==> config.mk <==
export PLATFORM = sky130hd
export DESIGN_NAME = johnson_counter_n
export DESIGN_NICKNAME = d
export VERILOG_FILES = /design/src/rtl/johnson_pkg.sv /design/src/rtl/johnson_code_rom.sv /design/src/rtl/johnson_counter_n.sv
export SDC_FILE = /design/constraint.sdc
export NUM_CORES = 1
export LEC_CHECK = 0
export BUFFER_PORTS_ARGS = -buffer_cell sky130_fd_sc_hd__buf_2
export CAP_MARGIN = 20
export CORE_AREA = 2 2 39 41
export CTS_CLUSTER_SIZE = 30
export DETAILED_ROUTE_END_ITERATION = 8
export DIE_AREA = 0 0 41 43
export PLACE_DENSITY = 0.72
export SYNTH_ARGS = -nofsm -noshare
export SYNTH_HDL_FRONTEND = slang
export SYNTH_SLANG_ARGS = --single-unit
==> constraint.sdc <==
create_clock -name clk -period 2.8 [get_ports clk]
set_input_delay 0.28 -clock clk [delete_from_list [all_inputs] [get_ports clk]]
set_output_delay 0.28 -clock clk [all_outputs]
set_load 0.03 [all_outputs]
==> src/rtl/johnson_pkg.sv <==
// rtl/johnson_pkg.sv - shared Johnson-counter helpers: modulus, index-to-code and code-to-index.
package johnson_pkg;

  localparam int MAX_WIDTH = 16;

  function automatic int mod_of(input int width);
    return 2 * width;
  endfunction

  // Indices 0..width fill ones from the LSB; indices above width fill zeros from the LSB.
  function automatic logic [MAX_WIDTH-1:0] code(input int width, input int k);
    logic [MAX_WIDTH-1:0] c;
    c = '0;
    for (int i = 0; i < MAX_WIDTH; i++) begin
      if (i < width) begin
        if (k <= width) c[i] = (i < k);
        else            c[i] = (i >= k - width);
      end
    end
    return c;
  endfunction

  function automatic int decode(input int width, input logic [MAX_WIDTH-1:0] q);
    int ones;
    ones = 0;
    for (int i = 0; i < MAX_WIDTH; i++) begin
      if (i < width && q[i]) ones++;
    end
    if (q[0] || ones == 0) return ones;
    return 2 * width - ones;
  endfunction

endpackage

==> src/rtl/johnson_code_rom.sv <==
// rtl/johnson_code_rom.sv - combinational map from a state index to its Johnson code plus range flag.
module johnson_code_rom
  import johnson_pkg::*;
#(
  parameter int WIDTH = 4,
  parameter int IW    = $clog2(2 * WIDTH)
) (
  input  logic [IW-1:0]    load_idx,
  output logic [WIDTH-1:0] code_o,
  output logic             valid
);

  always_comb begin
    valid  = (int'(load_idx) < mod_of(WIDTH));
    code_o = WIDTH'(code(WIDTH, int'(load_idx)));
  end

endmodule

==> src/rtl/johnson_counter_n.sv <==
// rtl/johnson_counter_n.sv - up/down Johnson counter with load, wrap pulse and load-range error pulse.
module johnson_counter_n
  import johnson_pkg::*;
#(
  parameter int WIDTH = 4,
  parameter int IW    = $clog2(2 * WIDTH)
) (
  input  logic             clk,
  input  logic             rst,
  input  logic             t,
  input  logic             dir,
  input  logic             load,
  input  logic [IW-1:0]    load_idx,
  output logic [WIDTH-1:0] Q,
  output logic [IW-1:0]    idx,
  output logic             tc,
  output logic             load_err
);

  localparam int          MOD  = mod_of(WIDTH);
  localparam logic [IW-1:0] LAST = IW'(MOD - 1);

  logic [WIDTH-1:0] q_q, q_d;
  logic [IW-1:0]    idx_q, idx_d;
  logic             tc_q, tc_d;
  logic             load_err_q, load_err_d;
  logic [WIDTH-1:0] rom_code;
  logic             rom_valid;

  johnson_code_rom #(.WIDTH(WIDTH), .IW(IW)) u_rom (
    .load_idx (load_idx),
    .code_o   (rom_code),
    .valid    (rom_valid)
  );

  always_comb begin
    q_d        = q_q;
    idx_d      = idx_q;
    tc_d       = 1'b0;
    load_err_d = 1'b0;
    if (load) begin
      // An out-of-range load freezes the counter for that edge, counting included.
      if (rom_valid) begin
        q_d   = rom_code;
        idx_d = load_idx;
      end else begin
        load_err_d = 1'b1;
      end
    end else if (t) begin
      if (!dir) begin
        q_d = {q_q[WIDTH-2:0], ~q_q[WIDTH-1]};
        if (idx_q == LAST) begin
          idx_d = '0;
          tc_d  = 1'b1;
        end else begin
          idx_d = idx_q + IW'(1);
        end
      end else begin
        q_d = {~q_q[0], q_q[WIDTH-1:1]};
        if (idx_q == '0) begin
          idx_d = LAST;
          tc_d  = 1'b1;
        end else begin
          idx_d = idx_q - IW'(1);
        end
      end
    end
  end

  always_ff @(posedge clk) begin
    if (rst) begin
      q_q        <= '0;
      idx_q      <= '0;
      tc_q       <= 1'b0;
      load_err_q <= 1'b0;
    end else begin
      q_q        <= q_d;
      idx_q      <= idx_d;
      tc_q       <= tc_d;
      load_err_q <= load_err_d;
    end
  end

  assign Q        = q_q;
  assign idx      = idx_q;
  assign tc       = tc_q;
  assign load_err = load_err_q;

endmodule
* Word-level counts from Yosys, hierarchy flattened
Index checks and enable logic that the tools add are counted.
W data, S select, Z words.
** Storage, ports and cells
- Bits in registers :: 8
- Input port bits :: 8
- Output and inout bits :: 9
- Word-level logic and storage cells :: 37
** Cells by class
- $add $sub $neg :: 3
- $lt $le $gt $ge :: 9
- Equality and inequality tests :: 1
- Muxes and demuxes :: 15
- Bitwise operators :: 3
- Reductions and logical operators :: 3
** Operators with widths (count)
- $mux W3 :: 5
- $mux W4 :: 3
- $ge A3 B4 Y1 const A :: 2
- $mux W1 :: 7
- $lt A1 B3 Y1 const A :: 2
- $lt A2 B3 Y1 const A :: 2
- $ge A1 B4 Y1 const A :: 1
- $ge A2 B4 Y1 const A :: 1
- $sub A3 B3 Y4 const B :: 1
- $add A3 B1 Y3 const B :: 1
- $eq A3 B3 Y1 const B :: 1
- $le A3 B3 Y1 const B :: 1
- $logic_not A3 Y1 :: 1
- $not A1 Y1 :: 3
- $reduce_or A3 Y1 :: 1
- $sub A3 B1 Y3 const B :: 1
- $reduce_bool A2 Y1 :: 1

* Depth between registers and ports, before layout
Gate-level depths: netlist of the first run.
- Word-level depth :: 5
- Gate-level depth with buffers :: 5
- Gate-level depth less buffers :: 5

* Modules after synthesis
Synthesis of the first run repeated with hierarchy kept, for this count alone.
** Second synthesis, totals
- Cell total of the unflattened synthesis :: 71
- Area total of the unflattened synthesis :: 616.8 µm²
** By module, submodules not included
- johnson_counter_n :: instances 1, cells each 63, area an instance 568.0 µm², seq. area each 180.2 µm²
- johnson_code_rom :: instances 1, cells each 8, area an instance 48.8 µm², seq. area each 0.0 µm²

* Least setup slack after synthesis of the first run
OpenSTA, ideal clock, no wires.
- Kind :: register to register
- From :: register idx_q[0], in the netlist idx[0]
- To :: register idx_q[2], in the netlist idx[2]
- Setup time :: 0.122 ns
- Arrival time :: 1.436 ns
- Required time :: 2.678 ns
- Setup slack :: 1.242 ns
- Cell stages (with the launch flop) :: 6
- Buffers on the path :: 0
- Period minus slack after synthesis :: 1.558 ns
- Path through :: dfxtp_1 > inv_1 > ha_1 > or3_1 > a211oi_1 > nor4_1
** Between the ends
- Longest elaborated chain between the ends :: 5
- Elaborated cells on any way between the ends :: 9
- Those cells by class :: add/sub: 2; eq/ne: 1; mux: 5; reduce/logical: 1
** Ends and longest elaborated chain
- start, declared :: line johnson_counter_n.sv:24 : logic [IW-1:0] idx_q, idx_d;
- start signal, assigned :: line johnson_counter_n.sv:78 : idx_q <= idx_d;
- $add A3 B1 Y3, or another cell as far along :: line johnson_counter_n.sv:56 : idx_d = idx_q + IW'(1);
- $mux W3, on equally long branches :: line johnson_counter_n.sv:52, johnson_counter_n.sv:60
- $mux W3 (*) :: line johnson_counter_n.sv:50 : if (!dir) begin
- $mux W3 (*) :: line johnson_counter_n.sv:49 : end else if (t) begin
- $mux W3 (*) :: line johnson_counter_n.sv:41 : if (load) begin
Mark *: on every way between the ends. The rest lies on a longest branch, timed or not. The select of a mux whose other input is x is not followed.
A chain may end at the register's enable or synchronous reset.

* Worst setup path in the final report of the first run
Same ends and word-level chain as after synthesis.

==> results of run 1 <==
-- routing by layer --
metal  up-vias  global-route usage [%]
li1        267                       -
met1       225                    20.0
met2        15                    22.5
met3         2                    7.85
met4         0                    6.00
met5         -                       0
-- cells in the final DEF, fill, tap and decap left out, types with 2 or more instances in the layout --
| cell | n |
|---|---|
| sky130_fd_sc_hd__nand2_1 | 3 |
| sky130_fd_sc_hd__nor2b_1 | 2 |
| sky130_fd_sc_hd__clkbuf_4 | 3 |
| sky130_fd_sc_hd__ha_1 | 7 |
| sky130_fd_sc_hd__dfxtp_1 | 8 |
| sky130_fd_sc_hd__a211oi_1 | 4 |
| sky130_fd_sc_hd__inv_1 | 6 |
| sky130_fd_sc_hd__o32ai_1 | 2 |
| sky130_fd_sc_hd__mux2i_1 | 4 |
| sky130_fd_sc_hd__xor2_1 | 2 |
| sky130_fd_sc_hd__nor2_1 | 7 |
| sky130_fd_sc_hd__a31o_2 | 2 |
| sky130_fd_sc_hd__nor3_1 | 2 |
| sky130_fd_sc_hd__buf_2 | 15 |
-- logic make-up after synthesis --
logic type	count (synthesis)	synth area share [%]
simple gates	22	19.1
compound gates	14	18.3
buf+inv	10	10.4
flops	8	26.1
fa+ha+maj	7	14.3
mux	5	8.35
xor+xnor	2	2.85
other cells	1	0.610
-- final cells by class --
class / instances / area share (%)
Multi-Input combinational cell: 51 / 56.5
Clock buffer: 3 / 3.26
Sequential cell: 8 / 23.2
Tap cell: 16 / 2.90
Inverter: 6 / 3.26
Timing Repair Buffer: 15 / 10.9
-- registers in the layout (all words and copies together) (netlist names) --
signal  count
Q           4
idx         3
tc          1
-- worst min-delay path by stage --
stage,startpoint,to,slack (ps),cells after the start
after global routing,rst,Q[3]$_SDFFE_PP0P_,290,2
after detailed placement,rst,idx[0]$_SDFFE_PP0P_,560,2
after global placement,rst,idx[0]$_SDFFE_PP0P_,550,2
after floorplan,rst,idx[0]$_SDFFE_PP0P_,350,1
after CTS,rst,idx[0]$_SDFFE_PP0P_,290,2
final,rst,idx[0]$_SDFFE_PP0P_,290,2
-- worst max-delay path: cells and delay by family (launching register included) --
family | cells | cell delay, ps
compound gates | 1 | 200
buf+inv | 1 | 80
flops | 1 | 380
simple gates | 2 | 410
fa+ha+maj | 1 | 210
-- synth_stat cells --
cell,instances
sky130_fd_sc_hd__buf_4,1
sky130_fd_sc_hd__or2_4,1
sky130_fd_sc_hd__nand2_1,3
sky130_fd_sc_hd__ha_1,7
sky130_fd_sc_hd__nor3_1,2
sky130_fd_sc_hd__mux2i_1,4
sky130_fd_sc_hd__or3_1,1
sky130_fd_sc_hd__buf_6,3
sky130_fd_sc_hd__a211oi_1,4
sky130_fd_sc_hd__or2b_2,1
sky130_fd_sc_hd__o21ai_0,1
sky130_fd_sc_hd__or2_0,1
sky130_fd_sc_hd__a21oi_1,1
sky130_fd_sc_hd__o32ai_1,2
sky130_fd_sc_hd__a311oi_1,1
sky130_fd_sc_hd__nand2b_1,1
sky130_fd_sc_hd__and2b_2,1
sky130_fd_sc_hd__a41o_1,1
sky130_fd_sc_hd__a21boi_2,1
sky130_fd_sc_hd__and2_1,1
sky130_fd_sc_hd__nor2_1,7
sky130_fd_sc_hd__xor2_1,2
sky130_fd_sc_hd__o211ai_1,1
sky130_fd_sc_hd__inv_1,6
sky130_fd_sc_hd__a31o_2,2
sky130_fd_sc_hd__mux2_1,1
sky130_fd_sc_hd__conb_1,1
sky130_fd_sc_hd__dfxtp_1,8
sky130_fd_sc_hd__nor4_1,1
sky130_fd_sc_hd__nor2b_1,2
-- stage by stage --
stage / utilization (%) / total power, W / hold WS (ps) / cell area (sq um)
2_1_floorplan: - / 0.000207 / 352 / 614
3_5_place_dp: 48.3 / 0.000229 / 556 / 668
3_3_place_gp: 48.3 / 0.000226 / 550 / 668
6_report: 49.9 / 0.000311 / 294 / 691
4_1_cts: 49.9 / 0.000316 / 286 / 691
5_1_grt: 49.9 / 0.000333 / 292 / 691
-- power groups by stage --
stage	clock [W]	combinational (W)	sequential (W)
after floorplan	0	0.0000542	0.000152
after global placement	0	0.0000919	0.000135
after detailed placement	0	0.0000937	0.000135
after CTS	0.0000896	0.0000940	0.000133
after global routing	0.0000949	0.000104	0.000134
final	0.0000855	0.0000929	0.000133
==> tab_implementation.tex, run 1 <==
\begin{tabular}{lr}
\hline
Metric & Value \\
\hline
\multicolumn{2}{l}{\textbf{Pwr}} \\
\quad Comb power frac & 29.9\% \\
\quad Switch share & 32.8\% \\
\quad Sequential cell fraction of total power & between 40\% and 50\% \\
\quad Switching Power & around 0.00010 W \\
\quad Power per cell area & 450 nW/um\^{}2 \\
\quad Worst supply voltage drop on vdd & 0.181 mV \\
\quad Leakage component of the power & around 0.35 nW \\
\quad Internal & 0.000209 W \\
\quad Clock share of power & 27.5\% \\
\multicolumn{2}{l}{\textbf{Floorplan}} \\
\quad Vertical extent of the die & 43 um \\
\quad Number of primary I/O pins & 17 \\
\quad Overall die area & between 1500 and 2000 sq um \\
\quad Core region area & 1380 sq um \\
\quad Initial core utilization & 44.4\% \\
\quad Die width & roughly 41 um \\
\quad Std-Cell Rows & 14 \\
\multicolumn{2}{l}{\textbf{Cells and area}} \\
\quad Area added between synthesis and finish & 12.4\% \\
\quad FF+latch area & about 160 sq um \\
\quad Non-Filler Instances & 99 \\
\quad N\_diodes & 0 \\
\quad Share of final-layout standard cells stronger than drive strength 1 & 28.9\% \\
\quad Final-stage net count & 100 \\
\quad Number of fill cells & about 140 \\
\quad Multi-input gate area & 390 sq um \\
\multicolumn{2}{l}{\textbf{Clocking}} \\
\quad Number of cells upsized or downsized after cts & 0 \\
\quad Longest Clk Path Bufs & 2 \\
\quad Hold\_buf cts & 0 \\
\quad Number of buffers created by CTS & 3 \\
\quad Root buffer cell & sky130\_fd\_sc\_hd\_\_clkbuf\_4 \\
\quad Clock tree from TritonCTS & done \\
\quad Number of sinks on the clock net & 8 \\
\quad Clock-pin slew on the worst setup and hold paths & approximately 50 ps \\
\quad Post-CTS Setup Repair Bufs & 0 \\
\quad H-Tree Depth & 1 \\
\quad Clock latency of the later-clocked register in the worst-skew pair & 250 ps \\
\multicolumn{2}{l}{\textbf{Worst setup path}} \\
\quad Data required time at the worst endpoint & between 2000 and 3000 ps \\
\quad Crit Reg-Reg Startpoint & idx[0]\$\_SDFFE\_PP0P\_ \\
\quad Worst reg2reg endpoint & idx[2]\$\_SDFFE\_PP0P\_ \\
\quad Master of the slowest instance on the critical path & sky130\_fd\_sc\_hd\_\_dfxtp\_1 \\
\quad Critical Path End Type & register \\
\quad R2r worst-path depth & 5 \\
\quad Max incr delay on CP & $\sim$380 ps \\
\quad Setup crit end & idx[2]\$\_SDFFE\_PP0P\_ \\
\quad Sequence of cells on the critical path & inv\_1, ha\_1, or3\_1, a211oi\_1, nor4\_1 \\
\quad Register-to-register setup slack & 1410 ps \\
\quad Arrival time of data at the critical path endpoint & 1520 ps \\
\quad Worst-path fanout max & 4 \\
\quad Crit Path Category & reg -> reg \\
\quad CP Launch Type & register \\
\quad Launch point of the worst path & idx[0]\$\_SDFFE\_PP0P\_ \\
\multicolumn{2}{l}{\textbf{Timing}} \\
\quad Final-report hold violation count & 0 \\
\quad Final period utilization & about half \\
\quad RSZ-0062 raised after global routing & no \\
\quad \# setup viols final & 0 \\
\quad Worst Setup Slack, final & 1410 ps \\
\quad Total Neg Setup Slack & 0 ps \\
\quad Final setup skew & 0.734 ps \\
\quad Final slew viol count & 0 \\
\quad Highest clock frequency the design can meet & approximately 720 MHz \\
\quad Final critical-path required period & 1390 ps \\
\multicolumn{2}{l}{\textbf{Placement}} \\
\quad Worst-case setup slack after placement & between 1000 and 1500 ps \\
\quad Number of instances in the placed design & 96 \\
\quad Routability congestion estimate & 0.705 \\
\quad Half-perimeter wire length of the detailed placement result & about 900 um \\
\quad Port buffer count & 15 \\
\multicolumn{2}{l}{\textbf{Routing}} \\
\quad Via total after detailed routing & 509 \\
\quad Number of design rule violations left after detail routing & 0 \\
\quad Metal-1 WL & 510 um \\
\quad Met3 routed WL & 69 um \\
\quad Ratio of routed vias to standard cells & 5.14 \\
\quad 1st-iter DRT viols & 5 \\
\quad Wire length per cell after detailed routing & 11.3 um \\
\quad Number of detailed-routing iterations run before antenna repair & 2 \\
\quad DR top layer & met4 \\
\quad Total Wirelength & 1120 um \\
\quad Met2 wirelength from detailed routing & 526 um \\
\quad Post-route ant nets & 0 \\
\multicolumn{2}{l}{\textbf{Global routing}} \\
\quad Vias in the first global route & 461 \\
\quad Global-route wire length before repair & 1860 um \\
\quad GRT Residual Overflow & 0 \\
\quad Overall track demand over capacity in global routing & between 10\% and 20\% \\
\quad Largest net degree at the start of global routing & 13 \\
\quad Initial antenna violation count & 0 \\
\multicolumn{2}{l}{\textbf{Status}} \\
\quad Status & completed \\
\multicolumn{2}{l}{\textbf{Logic synthesis}} \\
\quad Top area cells in the synthesized netlist & sky130\_fd\_sc\_hd\_\_dfxtp\_1, sky130\_fd\_sc\_hd\_\_ha\_1, sky130\_fd\_sc\_hd\_\_mux2i\_1 \\
\quad Share of synthesized area occupied by flip-flops and latches & 26.1\% \\
\quad Synthesized netlist net count & 84 \\
\quad Post-synth top area share & around a quarter \\
\quad Cell area after technology mapping & 614 sq um \\
\quad Synthesized area divided by synthesized cell count & 8.90 sq um \\
\quad Number of warnings printed during yosys synthesis & 0 \\
\quad Synth unique cells & 30 \\
\quad Post-synthesis cell count & 69 \\
\quad Cell taking the most area after synthesis & sky130\_fd\_sc\_hd\_\_dfxtp\_1 \\
\quad Flip-flop and latch count after synthesis & 8 \\
\multicolumn{2}{l}{\textbf{Run}} \\
\quad Max Cap Viol & 0 \\
\multicolumn{2}{l}{\textbf{Worst hold path}} \\
\quad Path type of the worst min-delay path & in -> reg \\
\hline
\end{tabular}
No activity file was read; power rests on OpenSTA's default activity.
==> run 2: changes to the inputs <==
==> constraint.sdc (replaced) <==
create_clock -name clk -period 1.4 [get_ports clk]
set_input_delay 0.14 -clock clk [delete_from_list [all_inputs] [get_ports clk]]
set_output_delay 0.14 -clock clk [all_outputs]
set_load 0.03 [all_outputs]
==> run 2 against run 1 <==
  * Utilization rose by 2.8 points
  * Via count rose by 2.0%
  * Register-to-register slack got worse by 1400 ps
  * Setup slack lost 1400 ps
  * Highest routed layer unchanged
  * Largest power group unchanged
==> tab_implementation.tex, run 2 (synthesis results as in run 1) <==
\begin{tabular}{lr}
\hline
Metric & Value \\
\hline
\multicolumn{2}{l}{\textbf{Status}} \\
\quad Status & completed \\
\multicolumn{2}{l}{\textbf{Clocking}} \\
\quad Post-CTS Setup Repair Bufs & 0 \\
\quad Longest Clk Path Bufs & 2 \\
\quad Clock tree from TritonCTS & done \\
\quad Number of sinks on the clock net & 8 \\
\quad Number of buffers created by CTS & 3 \\
\quad Number of cells upsized or downsized after cts & 0 \\
\quad Clock latency of the later-clocked register in the worst-skew pair & 270 ps \\
\quad Hold\_buf cts & 0 \\
\quad Clock-pin slew on the worst setup and hold paths & $\sim$60 ps \\
\quad H-Tree Depth & 1 \\
\quad Root buffer cell & sky130\_fd\_sc\_hd\_\_clkbuf\_4 \\
\multicolumn{2}{l}{\textbf{Floorplan}} \\
\quad Number of primary I/O pins & 17 \\
\quad Die width & $\sim$41 um \\
\quad Initial core utilization & between 40 and 50\% \\
\quad Vertical extent of the die & 43 um \\
\quad Std-Cell Rows & 14 \\
\quad Overall die area & 1760 sq um \\
\quad Core region area & 1380 sq um \\
\multicolumn{2}{l}{\textbf{Routing}} \\
\quad Wire length per cell after detailed routing & 12.6 um \\
\quad 1st-iter DRT viols & 3 \\
\quad Ratio of routed vias to standard cells & 5.19 \\
\quad Via total after detailed routing & 519 \\
\quad Number of detailed-routing iterations run before antenna repair & 2 \\
\quad Total Wirelength & 1260 um \\
\quad Post-route ant nets & 0 \\
\quad Number of design rule violations left after detail routing & 0 \\
\multicolumn{2}{l}{\textbf{Cells and area}} \\
\quad Share of final-layout standard cells stronger than drive strength 1 & roughly 40\% \\
\quad Commonest non-fill, non-tap cell in the layout & sky130\_fd\_sc\_hd\_\_buf\_2 \\
\quad Utilization after layout & $\sim$53\% \\
\quad Number of fill cells & between 100 and 150 \\
\quad Largest register FFs & 4 \\
\quad Area added between synthesis and finish & 18.7\% \\
\quad Final instance area & 729 sq um \\
\quad N\_diodes & 0 \\
\quad Commonest cells after routing, fill and taps aside & sky130\_fd\_sc\_hd\_\_buf\_2, sky130\_fd\_sc\_hd\_\_nor2\_1, sky130\_fd\_sc\_hd\_\_dfxtp\_1, sky130\_fd\_sc\_hd\_\_inv\_1, sky130\_fd\_sc\_hd\_\_ha\_1 \\
\quad Final-stage net count & 100 \\
\multicolumn{2}{l}{\textbf{Placement}} \\
\quad Instance area after placement & $\sim$670 sq um \\
\quad Routability congestion estimate & 0.706 \\
\quad Half-perimeter wire length of the detailed placement result & between 900 and 1000 um \\
\quad Worst-case setup slack after placement & 10.5 ps \\
\quad Port buffer count & 15 \\
\multicolumn{2}{l}{\textbf{Timing}} \\
\quad Total Neg Setup Slack & 0 ps \\
\quad Worst Setup Slack, final & 41.5 ps \\
\quad Final critical-path required period & 1360 ps \\
\quad RSZ-0062 raised after global routing & no \\
\quad \# setup viols final & 0 \\
\quad Final setup skew & just under 8 ps \\
\quad Final slew viol count & 0 \\
\quad Final period utilization & 97.0\% \\
\quad Final-report hold violation count & 0 \\
\quad Highest clock frequency the design can meet & 736 MHz \\
\multicolumn{2}{l}{\textbf{Global routing}} \\
\quad GRT Residual Overflow & 0 \\
\quad Vias in the first global route & 479 \\
\quad Initial antenna violation count & 0 \\
\quad Layer with the highest usage & met2 \\
\quad Routing usage on met1 & 21.4\% \\
\quad Largest net degree at the start of global routing & 13 \\
\quad Grt met2 use & around a quarter \\
\quad Overall track demand over capacity in global routing & around 17\% \\
\quad Global Route met3 Usage & 3.66\% \\
\quad Global-route wire length before repair & 1970 um \\
\multicolumn{2}{l}{\textbf{Worst setup path}} \\
\quad Sequence of cells on the critical path & ha\_1, ha\_1, and2b\_2, a211oi\_4, nor4\_2 \\
\quad CP Launch Type & register \\
\quad R2r worst-path depth & 5 \\
\quad Register-to-register setup slack & slightly above 40 ps \\
\quad Max incr delay on CP & 360 ps \\
\quad Arrival time of data at the critical path endpoint & 1510 ps \\
\quad Worst reg2reg endpoint & idx[2]\$\_SDFFE\_PP0P\_ \\
\quad Crit Reg-Reg Startpoint & idx[0]\$\_SDFFE\_PP0P\_ \\
\quad Data required time at the worst endpoint & 1550 ps \\
\quad Critical Path End Type & register \\
\quad Master of the slowest instance on the critical path & sky130\_fd\_sc\_hd\_\_dfxtp\_4 \\
\quad Crit Path Category & reg -> reg \\
\quad Most frequent cell on the critical path & sky130\_fd\_sc\_hd\_\_ha\_1 \\
\quad Worst-path fanout max & 4 \\
\multicolumn{2}{l}{\textbf{Pwr}} \\
\quad Worst supply voltage drop on vdd & 0.470 mV \\
\quad Final Total Pwr & 0.000675 W \\
\quad Power per cell area & between 900 and 1000 nW/um\^{}2 \\
\quad Leakage component of the power & 0.350 nW \\
\multicolumn{2}{l}{\textbf{Worst hold path}} \\
\quad Min-delay src & rst \\
\quad Hold path endpoint & idx[0]\$\_SDFFE\_PP0P\_ \\
\quad Path type of the worst min-delay path & in -> reg \\
\quad Number of cells traversed by the worst hold path & 2 \\
\multicolumn{2}{l}{\textbf{Run}} \\
\quad Max Cap Viol & 0 \\
\hline
\end{tabular}
-- run 2: changes by cell type in the layout (fill, tap and decap cells not counted), sizes merged --
cell    before  now
clkbuf       3    4
-- run 2: routing by layer --
metal  vias up  wire length [um]
li1        268                 -
met1       234               549
met2        13               630
met3         4                51
met4         0                31
met5         -                 0
-- run 2: worst max path at each step --
stage                              startpoint                  end  slack, ps  cells after the start
after CTS                 idx[0]$_SDFFE_PP0P_  idx[2]$_SDFFE_PP0P_          6                      5
after global routing      idx[0]$_SDFFE_PP0P_  idx[2]$_SDFFE_PP0P_         10                      5
after detailed placement  idx[0]$_SDFFE_PP0P_  idx[2]$_SDFFE_PP0P_         10                      5
after global placement    idx[0]$_SDFFE_PP0P_  idx[2]$_SDFFE_PP0P_         50                      5
final                     idx[0]$_SDFFE_PP0P_  idx[2]$_SDFFE_PP0P_         40                      5
after floorplan           idx[1]$_SDFFE_PP0P_  idx[2]$_SDFFE_PP0P_          6                      5
-- run 2: final cells by class --
cell class                 count  area, sq um  area share (%)
timing repair buffer          15         75.1            10.3
clock buffer                   4         26.3            3.60
tap                           16         20.0            2.74
inverter                       6         22.5            3.09
multi-input combinational     51          419            57.5
sequential                     8          166            22.8
-- run 2: critical path: cells and delay by family, from the launching register on --
kind | cells | cell delay (ps)
AO/OA/AOI/OAI | 1 | 160
adder cells (fa/ha/maj) | 2 | 450
flip-flops | 1 | 360
AND/OR/NAND/NOR | 2 | 280
-- run 2: through the flow --
stage,hold slack (ps),instances
floorplan,203,69
global placement,400,96
detailed placement,402,96
CTS,116,100
global route,141,100
finish,138,100
-- run 2: report_power, final --
group / internal, W / switching [W] / total [W]
logic: 0.0000811 / 0.000123 / 0.000204
clock network: 0.000110 / 0.0000951 / 0.000205
registers: 0.000248 / 0.0000187 / 0.000266
